<file path="src/rtl/pixel_writer_if.sv">
// Pixel capture handshake, Avalon-MM write master bus and status signals of pixel_writer.
interface pixel_writer_if #(
    parameter int FIFO_DEPTH = 8
);
    localparam int LVL_W = $clog2(FIFO_DEPTH) + 1;

    logic             JW_done;
    logic [31:0]      color;
    logic [31:0]      address;
    logic             MC_done;
    logic [31:0]      avm_address;
    logic             avm_write;
    logic [31:0]      avm_writedata;
    logic [3:0]       avm_byteenable;
    logic             avm_waitrequest;
    logic [LVL_W-1:0] fifo_level;
    logic             frame_done;
    logic             idle;

    modport master (
        input  JW_done, color, address, avm_waitrequest,
        output MC_done, avm_address, avm_write, avm_writedata, avm_byteenable,
        output fifo_level, frame_done, idle
    );

    modport slave (
        output JW_done, color, address, avm_waitrequest,
        input  MC_done, avm_address, avm_write, avm_writedata, avm_byteenable,
        input  fifo_level, frame_done, idle
    );
endinterface

</file>
<file path="src/rtl/pixel_writer.sv">
// Queues worker pixels and drains them as single-word Avalon writes; MC_done 1 cycle after capture,
// avm_write 2 cycles after capture; a full FIFO stalls the worker, waitrequest holds the bus stable.
module pixel_writer #(
    parameter int FIFO_DEPTH   = 8,
    parameter int FRAME_PIXELS = 307200,
    parameter int CNT_W        = 19
) (
    input  logic          clk,
    input  logic          rst,
    pixel_writer_if.master bus
);
    localparam int PTR_W = $clog2(FIFO_DEPTH);
    localparam int LVL_W = PTR_W + 1;

    localparam logic [0:0] S_IDLE  = 1'b0;
    localparam logic [0:0] S_WRITE = 1'b1;

    logic [63:0]      mem_q [FIFO_DEPTH];
    logic [63:0]      mem_d [FIFO_DEPTH];
    logic [PTR_W-1:0] wr_ptr_q, wr_ptr_d;
    logic [PTR_W-1:0] rd_ptr_q, rd_ptr_d;
    logic [LVL_W-1:0] level_q, level_d;
    logic [0:0]       state_q, state_d;
    logic             avm_write_q, avm_write_d;
    logic [31:0]      avm_address_q, avm_address_d;
    logic [31:0]      avm_writedata_q, avm_writedata_d;
    logic             mc_done_q, mc_done_d;
    logic [CNT_W-1:0] frame_cnt_q, frame_cnt_d;
    logic             frame_done_q, frame_done_d;

    logic push;
    logic pop;
    logic accept;
    logic empty;

    always_comb begin
        empty  = (level_q == '0);
        // MC_done high blocks the held JW_done from being captured a second time.
        push   = bus.JW_done && !mc_done_q && (level_q != LVL_W'(FIFO_DEPTH));
        accept = (state_q == S_WRITE) && !bus.avm_waitrequest;
        pop    = !empty && ((state_q == S_IDLE) || accept);

        mem_d           = mem_q;
        wr_ptr_d        = wr_ptr_q;
        rd_ptr_d        = rd_ptr_q;
        level_d         = level_q;
        state_d         = state_q;
        avm_write_d     = avm_write_q;
        avm_address_d   = avm_address_q;
        avm_writedata_d = avm_writedata_q;
        mc_done_d       = 1'b0;
        frame_cnt_d     = frame_cnt_q;
        frame_done_d    = 1'b0;

        if (push) begin
            mem_d[wr_ptr_q] = {bus.address, bus.color};
            wr_ptr_d        = wr_ptr_q + PTR_W'(1);
            mc_done_d       = 1'b1;
        end

        if (pop) begin
            rd_ptr_d        = rd_ptr_q + PTR_W'(1);
            avm_address_d   = mem_q[rd_ptr_q][63:32];
            avm_writedata_d = mem_q[rd_ptr_q][31:0];
            avm_write_d     = 1'b1;
            state_d         = S_WRITE;
        end else if (accept) begin
            avm_write_d = 1'b0;
            state_d     = S_IDLE;
        end

        case ({push, pop})
            2'b10:   level_d = level_q + LVL_W'(1);
            2'b01:   level_d = level_q - LVL_W'(1);
            default: level_d = level_q;
        endcase

        if (accept) begin
            if (frame_cnt_q == CNT_W'(FRAME_PIXELS - 1)) begin
                frame_cnt_d  = '0;
                frame_done_d = 1'b1;
            end else begin
                frame_cnt_d = frame_cnt_q + CNT_W'(1);
            end
        end
    end

    always_ff @(posedge clk) begin
        if (rst) begin
            wr_ptr_q        <= '0;
            rd_ptr_q        <= '0;
            level_q         <= '0;
            state_q         <= S_IDLE;
            avm_write_q     <= 1'b0;
            avm_address_q   <= '0;
            avm_writedata_q <= '0;
            mc_done_q       <= 1'b0;
            frame_cnt_q     <= '0;
            frame_done_q    <= 1'b0;
        end else begin
            wr_ptr_q        <= wr_ptr_d;
            rd_ptr_q        <= rd_ptr_d;
            level_q         <= level_d;
            state_q         <= state_d;
            avm_write_q     <= avm_write_d;
            avm_address_q   <= avm_address_d;
            avm_writedata_q <= avm_writedata_d;
            mc_done_q       <= mc_done_d;
            frame_cnt_q     <= frame_cnt_d;
            frame_done_q    <= frame_done_d;
        end
    end

    // Storage needs no reset: the pointers and level define which entries are live.
    always_ff @(posedge clk) begin
        mem_q <= mem_d;
    end

    assign bus.MC_done        = mc_done_q;
    assign bus.avm_address    = avm_address_q;
    assign bus.avm_write      = avm_write_q;
    assign bus.avm_writedata  = avm_writedata_q;
    assign bus.avm_byteenable = 4'hF;
    assign bus.fifo_level     = level_q;
    assign bus.frame_done     = frame_done_q;
    assign bus.idle           = (state_q == S_IDLE) && (level_q == '0);
endmodule

</file>
<file path="src/flat_wrapper.sv">
// flat-port wrapper written by rule: the top's interface ports become plain ports
module pixel_writer_flat 
#(
    parameter int FIFO_DEPTH   = 8,
    parameter int FRAME_PIXELS = 307200,
    parameter int CNT_W        = 19
)
  (clk, rst, bus_JW_done, bus_color, bus_address, bus_avm_waitrequest, bus_MC_done, bus_avm_address, bus_avm_write, bus_avm_writedata, bus_avm_byteenable, bus_fifo_level, bus_frame_done, bus_idle);
  pixel_writer_if #(.FIFO_DEPTH(FIFO_DEPTH)) bus_i ();
  input  logic clk;
  input  logic rst;
  input wire logic [$bits(bus_i.JW_done)-1:0] bus_JW_done;
  input wire logic [$bits(bus_i.color)-1:0] bus_color;
  input wire logic [$bits(bus_i.address)-1:0] bus_address;
  input wire logic [$bits(bus_i.avm_waitrequest)-1:0] bus_avm_waitrequest;
  output wire logic [$bits(bus_i.MC_done)-1:0] bus_MC_done;
  output wire logic [$bits(bus_i.avm_address)-1:0] bus_avm_address;
  output wire logic [$bits(bus_i.avm_write)-1:0] bus_avm_write;
  output wire logic [$bits(bus_i.avm_writedata)-1:0] bus_avm_writedata;
  output wire logic [$bits(bus_i.avm_byteenable)-1:0] bus_avm_byteenable;
  output wire logic [$bits(bus_i.fifo_level)-1:0] bus_fifo_level;
  output wire logic [$bits(bus_i.frame_done)-1:0] bus_frame_done;
  output wire logic [$bits(bus_i.idle)-1:0] bus_idle;
  assign bus_i.JW_done = bus_JW_done;
  assign bus_i.color = bus_color;
  assign bus_i.address = bus_address;
  assign bus_i.avm_waitrequest = bus_avm_waitrequest;
  assign bus_MC_done = bus_i.MC_done;
  assign bus_avm_address = bus_i.avm_address;
  assign bus_avm_write = bus_i.avm_write;
  assign bus_avm_writedata = bus_i.avm_writedata;
  assign bus_avm_byteenable = bus_i.avm_byteenable;
  assign bus_fifo_level = bus_i.fifo_level;
  assign bus_frame_done = bus_i.frame_done;
  assign bus_idle = bus_i.idle;
  pixel_writer #(.FIFO_DEPTH(FIFO_DEPTH), .FRAME_PIXELS(FRAME_PIXELS), .CNT_W(CNT_W)) u_core (.clk(clk), .rst(rst), .bus(bus_i));
endmodule
</file>
<file path="config.mk">
export PLATFORM = sky130hd
export DESIGN_NAME = pixel_writer_flat
export DESIGN_NICKNAME = d
export VERILOG_FILES = /design/src/rtl/pixel_writer_if.sv /design/src/rtl/pixel_writer.sv /design/src/flat_wrapper.sv
export SDC_FILE = /design/constraint.sdc
export NUM_CORES = 1
export LEC_CHECK = 0
export BUFFER_PORTS_ARGS = -buffer_cell sky130_fd_sc_hd__buf_2
export CAP_MARGIN = 20
export CORE_UTILIZATION = 54
export DETAILED_ROUTE_END_ITERATION = 10
export GPL_TIMING_DRIVEN = 0
export PLACE_DENSITY_LB_ADDON = 0.12
export REMOVE_ABC_BUFFERS = 1
export SLEW_MARGIN = 5
export SYNTH_ARGS = -nofsm -noshare
export SYNTH_HDL_FRONTEND = slang
export SYNTH_SLANG_ARGS = --single-unit
</file>
<file path="constraint.sdc">
create_clock -name clk -period 8.3 [get_ports clk]
set_input_delay 0.83 -clock clk [delete_from_list [all_inputs] [get_ports clk]]
set_output_delay 0.83 -clock clk [all_outputs]
set_load 0.05 [all_outputs]
</file>
==> results.toml <==
[outcome]
status = "finished, violations left"
failed_checks = "DRC"

[placement]
io_buffers = 139
dp_slack_ps = 5048
gp_congestion = 0.7369
hpwl_um = 28550
placed_cell_area_sq_mm = 0.02460

[critical_path]
ff2ff_setup_slack_ps = 5540
crit_family = "simple AND/OR/NAND/NOR gates"
arrival_ps = 2070
critPathMaxFanout = 8
critical_path.n_buffers_inverters = 1
reg2reg_depth = 7
start_kind = "flip-flop"
path_depth = 3
worstSetupEndpointType = "output pin"
rr_endpoint = "u_core.mem_q[129]"
timing.critical_path.cells = "or4_1 -> nor2_1 -> buf_2"
required_ps = 7470
r2r_start = "u_core.bus.fifo_level[1]"
max_stage_delay_ps = 690
criticalPathCategory = "reg2out"
slowest_stage = "or4_1"

[yosys]
ys_warn_count = 0
synth-seq-cells = 608
syn-mean-instance-area_sq_um = 19.65
yosysSeqAreaShare = 0.7681
synth_area_sq_mm = 0.02252
synth_compound_area_frac = 0.02467
synth_cell_types = 48
synthMuxAreaShare = 0.1308
synthXorXnorAreaFrac = 0.007001
synth-simple-area-share = 0.04929
synth_top_family_by_area = "multiplexers"
synth-edff-count = 512
synth_flop_cell = "edfxtp_1"
async_flop_share = 0
yosysTopAreaCell = "edfxtp_1"
synth_area_leaders = "edfxtp_1, mux4_2, dfxtp_1"
synthAdderAreaFrac = 0.003334
syn_inst = 1146
yosysTopAreaCellShare = 0.6828

[clock_tree]
cts_buffers = 58
cts_tree = "done"
ctsResizeCount = 0
clockBufferDepth = 3
cts_hold_buffers = 0
clk_latency_ps = 600
root_buffer = "clkbuf_16"
cts_setup_buffers = 0
clkTransAtPathRegs_ps = 70
cts_sinks = 608
h-tree-depth = 2

[global_routing]
use_met3 = 0.04100
antenna_found_initial = 6
met2_usage = 0.3430
grt_pass1_wl_um = 69720
grt_max_degree = 60
grt.overflow.total = 0
grt_pass1_vias = 11280
busiest_layer = "met1"
grt_usage = 0.2268
grt_util_met1 = 0.3449

[hold_path]
min_path_type = "reg2reg"
whs_endpoint = "u_core.frame_cnt_q[9]"
hold_depth = 2
hp-start = "u_core.frame_cnt_q[9]"

[layout]
final_common_cell = "edfxtp_1"
final_nets = 1425
final_area_sq_mm = 0.02651
layout_common_cells = "edfxtp_1, buf_2, mux4_2, dfxtp_1, nor2_1"
drive_above_1_share = 0.3186
final_core_utilization = 0.6463
area_growth_pct = 17.73

[sta]
slew_headroom = 0.3638
drv_slew = 0
worst_slack_ps = 5398
period_share = 0.3496
tightest_slew_ps = 946.4
skew_ps = 19.34
post-route-min-period_ps = 2902
setup_viol = 0
final-hold-violation-count = 0
max_freq_mhz = 344.6
grt_setup_unrepaired = "false"

[power_and_ir_drop]
leakage_nw = 8.844
ir_drop_mv = 0.2673
power_density_mw_per_mm2 = 326.5

[route]
antenna_left = 0
viasPerCell = 5.841
drt_wl_total_um = 46790
vias = 11300
first_pass_iters = 7
drtIter0Drc = 852
wl_per_cell_um = 24.18
post-route-drc-count = 18

[floorplan]
core_sq_mm = 0.04102
start_util = 0.5490
core.rowCount = 74
die_x_um = 206.2
ios = 144
die_area_sq_mm = 0.04252
die_y_um = 206.2

[run]
maxCapViolations = 0
## registers in the layout, indices dropped and copies added (netlist names)
signal,flops
u_core.bus.avm_writedata,32
u_core.bus.avm_address,32
u_core.frame_cnt_q,19
u_core.bus.frame_done,1
u_core.rd_ptr_q,3
u_core.wr_ptr_q,3
u_core.state_q,1
u_core.mem_q,512
u_core.bus.MC_done,1
u_core.bus.fifo_level,4
## worst min-delay path, cell delays in order, from the launching register on
cell and delay (ps):
dfxtp_1 320, o31ai_1 60, a21oi_1 60
## how the worst max path moves through the flow
stage | startpoint | endpoint | slack, ps
6_report | u_core.bus.fifo_level[0] | bus_idle | 5400
3_5_place_dp | bus_JW_done | u_core.mem_q[181] | 5050
5_1_grt | u_core.bus.fifo_level[0] | bus_idle | 5300
4_1_cts | u_core.bus.fifo_level[0] | bus_idle | 5360
2_1_floorplan | bus_JW_done | u_core.mem_q[448] | 420
3_3_place_gp | bus_JW_done | u_core.mem_q[456] | -6920
## cells by family after synthesis
kind of cell,count (synthesis)
other cells,1
buf+inv,72
flops,608
mux,134
fa+ha+maj,6
compound gates,88
simple gates,219
xor+xnor,18
## synth_stat cells, drive strengths merged (6+ instances only)
cell	count
or4	8
clkbuf	29
nand2	11
mux4	128
xor2	11
nor3	71
xnor2	7
nand4	6
a21oi	9
o31ai	6
buf	38
dfxtp	96
nand3	7
edfxtp	512
nor2	93
ha	6
o22ai	64
## power by group
group | total, mW | switching [mW] | leakage, nW | internal, mW
clock network | 2.61 | 1.07 | 0.928 | 1.54
registers | 3.73 | 0.155 | 5.43 | 3.57
logic | 2.32 | 1.41 | 2.48 | 0.903
## per-stage QoR
stage	TNS [ps]	power, mW	cells	hold WS [ps]
floorplan	0	5.550	1082	452.0
global placement	-1342770	6.366	1753	460.0
CTS	0	8.745	1932	462.4
detailed placement	0	6.136	1823	475.8
finish	0	8.654	1935	486.1
global route	0	9.017	1933	486.8
## layout make-up
| type | instances | area [sq um] |
|---|---|---|
| clock buffers | 78 | 1608 |
| inverters | 5 | 18.77 |
| diodes | 3 | 7.507 |
| fillers | 2803 | 14510 |
| repair buffers | 209 | 1685 |
| multi-input cells | 469 | 4926 |
| clock inverters | 31 | 294.0 |
| well taps | 532 | 665.6 |
| flip-flops and latches | 608 | 17300 |
## layer usage
| metal | share of wire | routed length [um] |
|---|---|---|
| met5 | 0.00085 | 40 |
| met1 | 0.46 | 21290 |
| met3 | 0.055 | 2579 |
| met2 | 0.47 | 22160 |
| met4 | 0.015 | 717 |
Note: power is estimated with default switching activity, not from simulation.
